## src/rtl/spi_word_sequencer.sv

```systemverilog
// -----------------------------------------------------------------------------
// spi_word_sequencer
//
// Sequences a multi-byte SPI transaction over a byte-wide, single-chip-select
// SPI master. A trigger (i_Start or a periodic auto-tick) starts a
// transaction. The sequencer sends N bytes of i_TX_Word, MSB-first, collects
// the N reply bytes into a right-aligned word and strobes it out. A reply
// byte that does not arrive in time aborts the transaction.
//
// Ports
//   i_Clk, i_Rst_L          clock (rising edge), async active-low reset
//   i_Start                 single-cycle transaction request
//   i_Auto_En               enables the periodic internal trigger
//   i_Byte_Count[2:0]       bytes per transaction (clamped to 1..4), sampled at start
//   i_TX_Word[31:0]         right-aligned command word, sampled at start
//   i_Clr_Flags             clears the sticky o_Overrun / o_Timeout flags
//   o_Busy                  transaction in progress
//   o_RX_Word[31:0]         assembled reply word, held between strobes
//   o_RX_Word_DV            one-cycle strobe marking o_RX_Word valid
//   o_Overrun, o_Timeout    sticky status flags
//   o_TX_Count[2:0]         byte count presented to the SPI master
//   o_TX_Byte[7:0], o_TX_DV byte to transmit and its one-cycle strobe
//   i_TX_Ready              SPI master can accept a byte
//   i_RX_DV, i_RX_Byte[7:0] received byte strobe and data
// -----------------------------------------------------------------------------
module spi_word_sequencer #(
  parameter int SAMPLE_PERIOD_CLKS = 16000,
  parameter int RX_TIMEOUT_CLKS    = 1024
) (
  input  logic        i_Clk,
  input  logic        i_Rst_L,
  input  logic        i_Start,
  input  logic        i_Auto_En,
  input  logic [2:0]  i_Byte_Count,
  input  logic [31:0] i_TX_Word,
  input  logic        i_Clr_Flags,
  output logic        o_Busy,
  output logic [31:0] o_RX_Word,
  output logic        o_RX_Word_DV,
  output logic        o_Overrun,
  output logic        o_Timeout,
  output logic [2:0]  o_TX_Count,
  output logic [7:0]  o_TX_Byte,
  output logic        o_TX_DV,
  input  logic        i_TX_Ready,
  input  logic        i_RX_DV,
  input  logic [7:0]  i_RX_Byte
);

  localparam logic [23:0] PERIOD_LAST  = 24'(SAMPLE_PERIOD_CLKS - 1);
  localparam logic [15:0] TIMEOUT_LAST = 16'(RX_TIMEOUT_CLKS - 1);

  typedef enum logic [1:0] {IDLE, SEND, WAIT_RX, DONE} state_t;

  state_t      state, state_next;
  logic [23:0] period_cnt;
  logic [15:0] byte_timer;
  logic        pending;
  logic        done_wait;   // first of the two DONE cycles
  logic [2:0]  byte_idx;    // bytes already exchanged
  logic [2:0]  byte_idx_inc;
  logic [31:0] tx_shift;    // command bytes, next byte to send in [31:24]
  logic [31:0] rx_acc;
  logic [2:0]  n_clamp;
  logic [31:0] tx_shift_init;

  logic auto_tick, trigger, overrun_set;
  logic load, send, accept, abort, finish;

  // The auto-tick fires on the cycle the counter wraps back to 0.
  assign auto_tick    = i_Auto_En && (period_cnt == PERIOD_LAST);
  assign trigger      = i_Start || auto_tick;
  assign o_Busy       = (state != IDLE);
  assign overrun_set  = trigger && (pending || o_Busy);
  assign byte_idx_inc = byte_idx + 3'd1;

  // Clamp the requested byte count to 1..4 and left-align the command so the
  // first byte to go out (byte N-1) sits in the top byte of the shifter.
  always_comb begin
    if (i_Byte_Count == 3'd0)     n_clamp = 3'd1;
    else if (i_Byte_Count > 3'd4) n_clamp = 3'd4;
    else                          n_clamp = i_Byte_Count;
    tx_shift_init = i_TX_Word << {3'd4 - n_clamp, 3'b000};
  end

  // NOTE: every output of a combinational block gets a default first so no
  // path leaves it unassigned; otherwise synthesis infers a latch.
  always_comb begin
    state_next = state;
    load       = 1'b0;
    send       = 1'b0;
    accept     = 1'b0;
    abort      = 1'b0;
    finish     = 1'b0;
    case (state)
      IDLE: begin
        if (pending && i_TX_Ready) begin
          load       = 1'b1;
          state_next = SEND;
        end
      end
      SEND: begin
        if (i_TX_Ready) begin
          send       = 1'b1;
          state_next = WAIT_RX;
        end
      end
      WAIT_RX: begin
        // A byte arriving on the last allowed cycle still counts.
        if (i_RX_DV) begin
          accept     = 1'b1;
          state_next = (byte_idx_inc == o_TX_Count) ? DONE : SEND;
        end else if (byte_timer == TIMEOUT_LAST) begin
          abort      = 1'b1;
          state_next = IDLE;
        end
      end
      DONE: begin
        // Two cycles in DONE place the word strobe two clocks after the
        // final reply byte was sampled.
        if (done_wait) begin
          finish     = 1'b1;
          state_next = IDLE;
        end
      end
      default: state_next = IDLE;
    endcase
  end

  // NOTE: sequential state uses non-blocking assignments so every register
  // samples the pre-edge values, independent of statement order.
  always_ff @(posedge i_Clk or negedge i_Rst_L) begin
    if (!i_Rst_L) state <= IDLE;
    else          state <= state_next;
  end

  // NOTE: the datapath registers are few and drive outputs, so all of them
  // are reset; this keeps the outputs defined immediately after reset.
  always_ff @(posedge i_Clk or negedge i_Rst_L) begin
    if (!i_Rst_L) begin
      period_cnt   <= '0;
      byte_timer   <= '0;
      pending      <= 1'b0;
      done_wait    <= 1'b0;
      byte_idx     <= '0;
      tx_shift     <= '0;
      rx_acc       <= '0;
      o_TX_Count   <= 3'd1;
      o_TX_Byte    <= '0;
      o_TX_DV      <= 1'b0;
      o_RX_Word    <= '0;
      o_RX_Word_DV <= 1'b0;
      o_Overrun    <= 1'b0;
      o_Timeout    <= 1'b0;
    end else begin
      if (!i_Auto_En || auto_tick) period_cnt <= '0;
      else                         period_cnt <= period_cnt + 24'd1;

      if (load)                    pending <= 1'b0;
      else if (trigger && !o_Busy) pending <= 1'b1;

      if (load) begin
        o_TX_Count <= n_clamp;
        tx_shift   <= tx_shift_init;
        rx_acc     <= '0;
        byte_idx   <= '0;
      end

      o_TX_DV <= send;
      if (send) begin
        o_TX_Byte  <= tx_shift[31:24];
        tx_shift   <= {tx_shift[23:0], 8'h00};
        byte_timer <= '0;
      end

      if (accept) begin
        rx_acc   <= {rx_acc[23:0], i_RX_Byte};
        byte_idx <= byte_idx_inc;
      end else if (state == WAIT_RX) begin
        byte_timer <= byte_timer + 16'd1;
      end

      done_wait <= (state == DONE) && !done_wait;

      o_RX_Word_DV <= finish;
      if (finish) o_RX_Word <= rx_acc;

      // A flag raised in the same cycle as a clear request stays set.
      if (overrun_set)      o_Overrun <= 1'b1;
      else if (i_Clr_Flags) o_Overrun <= 1'b0;

      if (abort)            o_Timeout <= 1'b1;
      else if (i_Clr_Flags) o_Timeout <= 1'b0;
    end
  end

endmodule

```

## config.mk

```make
export PLATFORM = sky130hd
export DESIGN_NAME = spi_word_sequencer
export DESIGN_NICKNAME = d
export VERILOG_FILES = /design/src/rtl/spi_word_sequencer.sv
export SDC_FILE = /design/constraint.sdc
export NUM_CORES = 1
export LEC_CHECK = 0
export CAP_MARGIN = 10
export CORE_MARGIN = 3
export CORE_UTILIZATION = 49
export CTS_CLUSTER_SIZE = 10
export DETAILED_ROUTE_END_ITERATION = 10
export DONT_BUFFER_PORTS = 1
export PLACE_DENSITY = 0.7
export SETUP_SLACK_MARGIN = 0.1
export SLEW_MARGIN = 20
export SYNTH_ARGS = -nofsm -noshare
export SYNTH_HDL_FRONTEND = slang
export SYNTH_SLANG_ARGS = --single-unit
export TNS_END_PERCENT = 5
```

## constraint.sdc

```tcl
create_clock -name i_Clk -period 2.9 [get_ports i_Clk]
set_clock_uncertainty 0.2 [all_clocks]
set_input_delay 0.29 -clock i_Clk [delete_from_list [all_inputs] [get_ports i_Clk]]
set_output_delay 0.29 -clock i_Clk [all_outputs]
set_load 0.05 [all_outputs]
```

[Word level (Yosys, flattened, before mapping)]
Cells that the tools add are included.
Word-level totals
  register bits after elaboration: 158
  input port bits: 50
  output and inout port bits: 48
  word-level logic and storage cells: 86
Operators by class
  $add $sub $neg: 4
  order comparisons: 1
  equal/unequal tests: 10
  shifts and indexed selects: 1
  multiplexer cells: 35
  reductions and logical operators: 20
Operators with widths (number)
  $mux 32: 4
  $mux 16: 3
  $shl 32x6->32: 1
  $add 24x1->24 const B: 1
  $eq 24x14->1 const B: 1
  $mux 24: 1
  $add 16x1->16 const B: 1
  $eq 16x10->1 const B: 1
  $mux 1: 16
  $mux 2: 6
  $mux 3: 4
  $reduce_bool 2->1: 6
  $pmux 2 s4: 1
  $ne 2x2->1 const B: 3
  $logic_and 1x1->1: 5
  $eq 2x2->1 const B: 2
  $reduce_and 4->1: 1
  $add 3x1->3 const B: 1
  $eq 3x3->1: 1
  $gt 3x3->1 const B: 1
  $logic_not 1->1: 3
  $logic_not 3->1: 1
  $logic_or 1x1->1: 3
  $ne 3x3->1 const B: 1
  3 further kinds: 3

[Longest topological paths before layout]
Gate-level depths: netlist (run 1).
  depth after elaboration: 7
  depth in mapped cells: 6
  gate-level depth less buffers: 5

[Least setup slack after synthesis (run 1)]
No wires, ideal clock.
  path type: register -> register
  start point: reg period_cnt[0]
  end point: reg period_cnt[22]
  setup time: 0.077 ns
  arrival: 1.868 ns
  slack: 0.755 ns
  cell stages (with the launch flop): 7
  buffers on the path: 1
  path through: dfrtp_1 > ha_1 > nand3_1 > or4_1 > buf_2 > or4_1 > a21oi_1
Between the ends
  word-level cells in the longest chain between the ends: 4
  elaborated cells on any way between the ends: 5
  those cells by class: add/sub: 1; eq/ne: 1; mux: 1; reduce/logical: 2
RTL lines
  start: declaration: line 56  | logic [23:0] period_cnt;
  start signal: assignment: line 157  | else period_cnt <= period_cnt + 24'd1;
  branches (longest 3 deep; another with $add 24x1->24)
  $mux 24 *: line 156  | if (!i_Auto_En || auto_tick) period_cnt <= '0;
Mark *: on every way between the ends.
A chain may end at the register's enable or synchronous reset.

[Worst setup path after layout (run 1)]
  start point: reg period_cnt[19]
  end point: reg pending
Between the ends
  word-level cells in the longest chain between the ends: 5
RTL lines
  $eq 24x14->1: line 71  | assign auto_tick = i_Auto_En && (period_cnt == PERIOD_LAST);
  $logic_and 1x1->1: line 71
  $logic_or 1x1->1: line 72  | assign trigger = i_Start || auto_tick;
  $logic_and 1x1->1: line 160  | else if (trigger && !o_Busy) pending <= 1'b1;
  $reduce_bool 2->1 (no source line)
  end signal: assignment: line 143  | pending <= 1'b0;
  end signal: assignment: line 159  | if (load) pending <= 1'b0;
  end signal: assignment: line 160
  end: declaration: line 58  | logic pending;
No other way between the ends.

==> impl_metrics.toml, run 1 <==
[finish]
fin_nets = 712
fillers = 1167
area_growth_pct = 17.4
antenna_cells = 0
finalInstanceArea_um2 = 8300
post-route-util = 0.593
drive_gt1_frac = 0.159

[pwr]
static-leakage-power_nw = 3.75
vdd.ir_drop.worst_mv = 0.595
power_density_nw_per_um2 = 984

[clock_network]
hold_buffers = 43
clock_sinks = 158
cts_tree = "built"
cts_made_buffers = 17
cts-root-buf = "clkbuf_16"
clk_latency_ns = 0.43
htreeDepth = 4
cts_max_path_buffers = 2
cts_setup_buffers = 0
clk_pin_slew_ns = 0.07

[sta]
drv_slew = 0
rsz0062_at_grt = "no"
fin_setup_tns_ns = 0
fin_crit_sh = 0.924
hold_violations = 158
fmax_mhz = 373
fin_hold_ws_ns = -0.648
slew_headroom = 0.470
min_period_ns = 2.68
setup_viol = 0
worst_pin_slew_ns = 0.793

[floorplanning]
start_util = 0.506
ios = 98
core-area_um2 = 14000
die_area_um2 = 15900
die_w_um = 126
die_h_um = 126
rows = 43

[global_route]
overflow = 0
antenna_found_initial = 0
grt_pass1_vias = 5312
grt_pass1_wl_um = 27700
grt_use_total = 0.216
grt_max_degree = 159

[worst_setup_path]
reg2reg_slack_ns = 0.22
reg2regPathDepth = 5
cpMaxStageDelayCell = "dlygate4sd3_1"
startpoint_type = "flip-flop"
setup.worst_path.end_class = "flip-flop"
worst-path-buf-inv = 1
startpoint = "period_cnt[19]"
worst_ep_arrival_time_ns = 2.83
timing.rr.end = "pending"
crit_chain = "or4_1 > or4_4 > o21ba_2 > dlygate4sd3_1 > o31ai_2"
slowest_delay_ns = 0.60
worstPathRequired_ns = 3.05
path_max_fanout = 5
r2r-start = "period_cnt[19]"
worstSetupPathType = "flip-flop to flip-flop"
path_delay_family = "simple AND/OR/NAND/NOR gates"

[synthesis]
yosysWarnings = 0
synth_edf_count = 0
ys_ff_latch = 158
synthFlopType = "dfrtp_1"
synth_nets = 673
synthesis.area_um2 = 7070
syn_area_per_cell_um2 = 11.4
ys_types = 53
ys_async_sr_fraction = 1.00
ys_seq_area_frac = 0.559
postSynthCellCount = 620

[min_path]
min_path_type = "input pin to asynchronous set/reset pin"

[drt]
wl_per_cell_um = 19.3
avgViaCountPerCell = 6.10
first_pass_iters = 5
drc = 0
vias = 5196
dr.first_iter.drc_count = 494
wirelength_um = 16400
detail-route-antenna-nets = 0

[placed_design]
gp_congestion = 0.847
placed_area_um2 = 7270
hpwlAfterDp_um = 10300
port_buffers = 0

[run]
drv_cap = 0

[outcome]
status = "finished with violations"
violations = "hold timing"
==> power by group <==
| group | internal (W) | switching [W] |
|---|---|---|
| sequential | 0.00287 | 0.00151 |
| clock | 0.00116 | 0.00104 |
| combinational | 0.000821 | 0.000759 |
==> layer usage <==
metal	up-vias	GRT usage	share of wire
met3	35	0.0734	0.065
met2	169	0.324	0.47
met4	0	0.0757	0.022
li1	2382	-	-
met1	2610	0.294	0.44
met5	-	0	0
==> state kept, by name, indices dropped and copies added (netlist names), 2 cells and up <==
| name | cells |
|---|---|
| period_cnt | 24 |
| byte_idx | 3 |
| state | 2 |
| o_TX_Byte | 8 |
| tx_shift | 32 |
| rx_acc | 32 |
| o_RX_Word | 32 |
| byte_timer | 16 |
| o_TX_Count | 3 |
==> cells by family after synthesis <==
group / count (synthesis) / synth area share
compound gates: 163 / 0.165
mux: 50 / 0.0902
simple gates: 180 / 0.131
fa+ha+maj: 3 / 0.00531
buf+inv: 48 / 0.0271
xor+xnor: 18 / 0.0223
flops: 158 / 0.559
==> through the flow <==
step / setup slack [ns] / total power (W) / instances
floorplan: 0.755 / 0.00545 / 620
global placement: 0.636 / 0.00581 / 777
detailed placement: 0.569 / 0.00592 / 777
CTS: 0.156 / 0.00822 / 852
global route: 0.161 / 0.00860 / 852
finish: 0.219 / 0.00816 / 852
==> cell usage after synthesis (2+ instances only) <==
| cell type | number | area [um^2] |
|---|---|---|
| a21boi_0 | 8 | 60.1 |
| a21o_1 | 7 | 52.6 |
| a21oi_1 | 15 | 75.1 |
| a22o_1 | 41 | 359 |
| a22oi_1 | 17 | 128 |
| a31oi_1 | 10 | 62.6 |
| a32o_1 | 8 | 80.1 |
| and2_1 | 2 | 12.5 |
| and3_1 | 12 | 75.1 |
| and4_1 | 2 | 17.5 |
| buf_1 | 2 | 7.51 |
| buf_2 | 3 | 15.0 |
| clkbuf_1 | 30 | 113 |
| dfrtp_1 | 157 | 3930 |
| ha_1 | 3 | 37.5 |
| inv_1 | 12 | 45.0 |
| mux2_2 | 40 | 450 |
| mux2i_1 | 3 | 30.0 |
| mux4_2 | 7 | 158 |
| nand2_1 | 58 | 218 |
| nand2b_1 | 3 | 18.8 |
| nand3_1 | 19 | 95.1 |
| nand3b_1 | 4 | 30.0 |
| nand4_1 | 8 | 50.1 |
| nand4bb_1 | 2 | 22.5 |
| nor2_1 | 35 | 131 |
| nor3_1 | 6 | 30.0 |
| nor4_1 | 6 | 37.5 |
| o211ai_1 | 4 | 30.0 |
| o21ai_0 | 36 | 180 |
| o311ai_0 | 2 | 17.5 |
| o31ai_1 | 9 | 67.6 |
| or2_2 | 2 | 12.5 |
| or3_1 | 5 | 31.3 |
| or4_1 | 7 | 52.6 |
| or4_4 | 2 | 22.5 |
| xnor2_1 | 12 | 105 |
| xor2_1 | 6 | 52.6 |
==> final cells by class <==
type	count	area (um^2)	area share
clock inverter	15	168	0.0202
timing repair buffer	56	528	0.0636
tap	180	225	0.0271
sequential	158	3960	0.477
multi-input combinational	414	2950	0.356
inverter	12	45.0	0.00543
clock buffer	17	425	0.0513
==> worst reg2reg max path: stages (launching register included) <==
cell	delay, ns
dfrtp_1	0.41
or4_1	0.54
or4_4	0.45
o21ba_2	0.23
dlygate4sd3_1	0.60
o31ai_2	0.17
==> cell usage in the layout (no fill, tap or decap), drive strengths merged, types with 4 or more instances in the layout <==
master | synthesis | routed
o211ai | 4 | 4
a22o | 41 | 41
nand3b | 4 | 4
o21ai | 37 | 37
or4 | 9 | 9
nand4 | 8 | 8
a21boi | 8 | 8
a22oi | 17 | 17
or3 | 5 | 5
mux4 | 7 | 7
nor2 | 35 | 35
o31ai | 9 | 9
nand3 | 20 | 20
and3 | 12 | 12
dlygate4sd3 | 0 | 43
nor3 | 6 | 6
nand2 | 58 | 58
nor4 | 6 | 6
a32o | 8 | 8
mux2 | 40 | 40
xor2 | 6 | 6
inv | 12 | 20
xnor2 | 12 | 12
a21o | 7 | 7
clkinv | 0 | 5
clkbuf | 30 | 17
buf | 6 | 13
a21oi | 16 | 16
a31oi | 10 | 10
dfrtp | 157 | 157
==> timing repair <==
action | in CTS | in global routing
endpoints found under the setup margin | 0 | 1
resized for setup | 0 | 3
hold endpoints to repair | 221 | 158
==> how the worst max path moves through the flow <==
stage | depth (start not counted) | endpoint | slack (ns)
3_5_place_dp | 5 | period_cnt[22] | 0.57
3_3_place_gp | 5 | period_cnt[22] | 0.64
4_1_cts | 5 | pending | 0.16
5_1_grt | 5 | pending | 0.16
2_1_floorplan | 6 | period_cnt[22] | 0.76
6_report | 5 | pending | 0.22
Power figures use the tool's default switching activity.
==> run 2: changes to the inputs <==
--- a/config.mk
+++ b/config.mk
@@ -12,6 +12,7 @@
 export DETAILED_ROUTE_END_ITERATION = 10
 export DONT_BUFFER_PORTS = 1
 export PLACE_DENSITY = 0.7
+export REMOVE_ABC_BUFFERS = 1
 export SETUP_SLACK_MARGIN = 0.1
 export SLEW_MARGIN = 20
 export SYNTH_ARGS = -nofsm -noshare
==> impl_metrics.toml, run 2 (same netlist as run 1, synthesis figures left out) <==
[outcome]
status = "finished with violations"
violations = "hold timing"

[drt]
wl_per_cell_um = 18.8
first_pass_iters = 5
dr.first_iter.drc_count = 353
detail-route-antenna-nets = 0
vias = 5212
wirelength_um = 16000
drc = 0
avgViaCountPerCell = 6.12

[sta]
hold_violations = 158
fin_hold_ws_ns = -0.647
worst_pin_slew_ns = 0.893
setup_viol = 0
setup_ws_ns = 0.297
drv_slew = 0
rsz0062_at_grt = "no"
slew_headroom = 0.404
fin_crit_sh = 0.898
fmax_mhz = 384
min_period_ns = 2.60

[clock_network]
cts_setup_buffers = 0
clock_sinks = 158
cts-root-buf = "clkbuf_16"
hold_buffers = 44
clk_latency_ns = 0.43
cts_max_path_buffers = 2
clk_pin_slew_ns = 0.07
cts_made_buffers = 17
cts_tree = "built"
htreeDepth = 4

[global_route]
grt_util_met3 = 0.0653
top_usage_layer = "met2"
grt_use_total = 0.208
grt_max_degree = 159
overflow = 0
grt_pass1_wl_um = 26800
grtUsageMet2 = 0.329
grtUsageMet1 = 0.269
antenna_found_initial = 0
grt_pass1_vias = 5314

[floorplanning]
die_h_um = 126
die_w_um = 126
rows = 43
die_area_um2 = 15900
core-area_um2 = 14000
ios = 98
start_util = 0.506

[worst_setup_path]
setup.worst_path.end_class = "flip-flop"
reg2regPathDepth = 6
r2r-start = "state[0]"
critical_path.most_common_cell = "buf_4"
cpMaxStageDelayCell = "dlygate4sd3_1"
reg2reg_slack_ns = 0.30
worstSetupPathType = "flip-flop to flip-flop"
path_max_fanout = 24
crit_chain = "nor4bb_4 > buf_4 > nor2_1 > buf_4 > a32o_1 > dlygate4sd3_1"
startpoint_type = "flip-flop"
slowest_delay_ns = 0.55
worst_ep_arrival_time_ns = 2.72
worstPathRequired_ns = 3.02
timing.rr.end = "tx_shift[1]"

[pwr]
vdd.ir_drop.worst_mv = 0.564
total_power_w = 0.00820
power_density_nw_per_um2 = 988
static-leakage-power_nw = 3.74

[finish]
drive_gt1_frac = 0.154
multiInputGateArea_um2 = 2940
fin_nets = 711
mostFrequentLayoutCell = "dfrtp_1"
top_regs = "o_RX_Word (32), rx_acc (32), tx_shift (32)"
post-route-util = 0.593
antenna_cells = 0
regArea_um2 = 3960
finalInstanceArea_um2 = 8290
area_growth_pct = 17.3
layout_common_cells = "dfrtp_1, nand2_1, dlygate4sd3_1, a22o_1, mux2_2"
fillers = 1114

[run]
drv_cap = 0

[placed_design]
placed_area_um2 = 7250
place_worst_setup_slack_ns = 0.583
port_buffers = 0
gp_congestion = 0.811
hpwlAfterDp_um = 9730

[min_path]
min_path_type = "input pin to asynchronous set/reset pin"
==> run 2: cell types whose count changed in the layout (fill, tap and decap cells not counted), moves of 2 or more <==
| cell | change |
|---|---|
| inv_6 | +2 |
| clkinv_8 | -4 |
| clkbuf_8 | +2 |
| buf_4 | -2 |
| clkinv_4 | +3 |
==> run 2: layout make-up <==
cell class                      count  share of cell area
Clock inverter                     13              0.0175
Multi-Input combinational cell    414               0.355
Clock buffer                       19              0.0546
Inverter                           12             0.00588
Tap cell                          180              0.0272
Timing Repair Buffer               55              0.0631
Sequential cell                   158               0.477
==> run 2: repair_timing <==
action | CTS | global route
gates resized for setup | 0 | 1
hold endpoints to repair | 221 | 158
setup endpoints to repair | 0 | 1
==> run 2: worst max-delay path, delay by kind of cell (launching register included) <==
kind | cells | cell delay (ns)
AOI/OAI and AO/OA | 1 | 0.22
DFF | 1 | 0.54
buffers and inverters | 3 | 1.09
and+or+nand+nor | 2 | 0.44
==> run 2: per-stage QoR <==
stage	TNS (ns)	hold slack [ns]	cells
2_1_floorplan	-27.20	-0.206	584
4_1_cts	0	-0.667	851
6_report	0	-0.647	851
3_3_place_gp	0	-0.202	775
3_5_place_dp	0	-0.202	775
5_1_grt	0	-0.677	851
==> run 2: power breakdown <==
part	internal [W]	switching (W)	leakage (nW)
Sequential	0.00287	0.00148	2.10
Clock	0.00127	0.000986	0.297
Combinational	0.000813	0.000773	1.34
==> run 2: routing by layer <==
metal | share of wire | wire [um]
met5 | 0 | 0
met4 | 0.018 | 292
met3 | 0.068 | 1080
met2 | 0.49 | 7850
met1 | 0.42 | 6760
==> run 2: worst max-delay path by stage <==
stage	slack, ns	startpoint	to	cells after the start
floorplan	-0.56	state[0]	byte_idx[2]	4
global placement	0.64	period_cnt[0]	period_cnt[22]	5
detailed placement	0.58	period_cnt[0]	period_cnt[22]	5
CTS	0.29	state[0]	tx_shift[1]	6
global route	0.14	state[1]	tx_shift[1]	6
finish	0.30	state[0]	tx_shift[1]	6
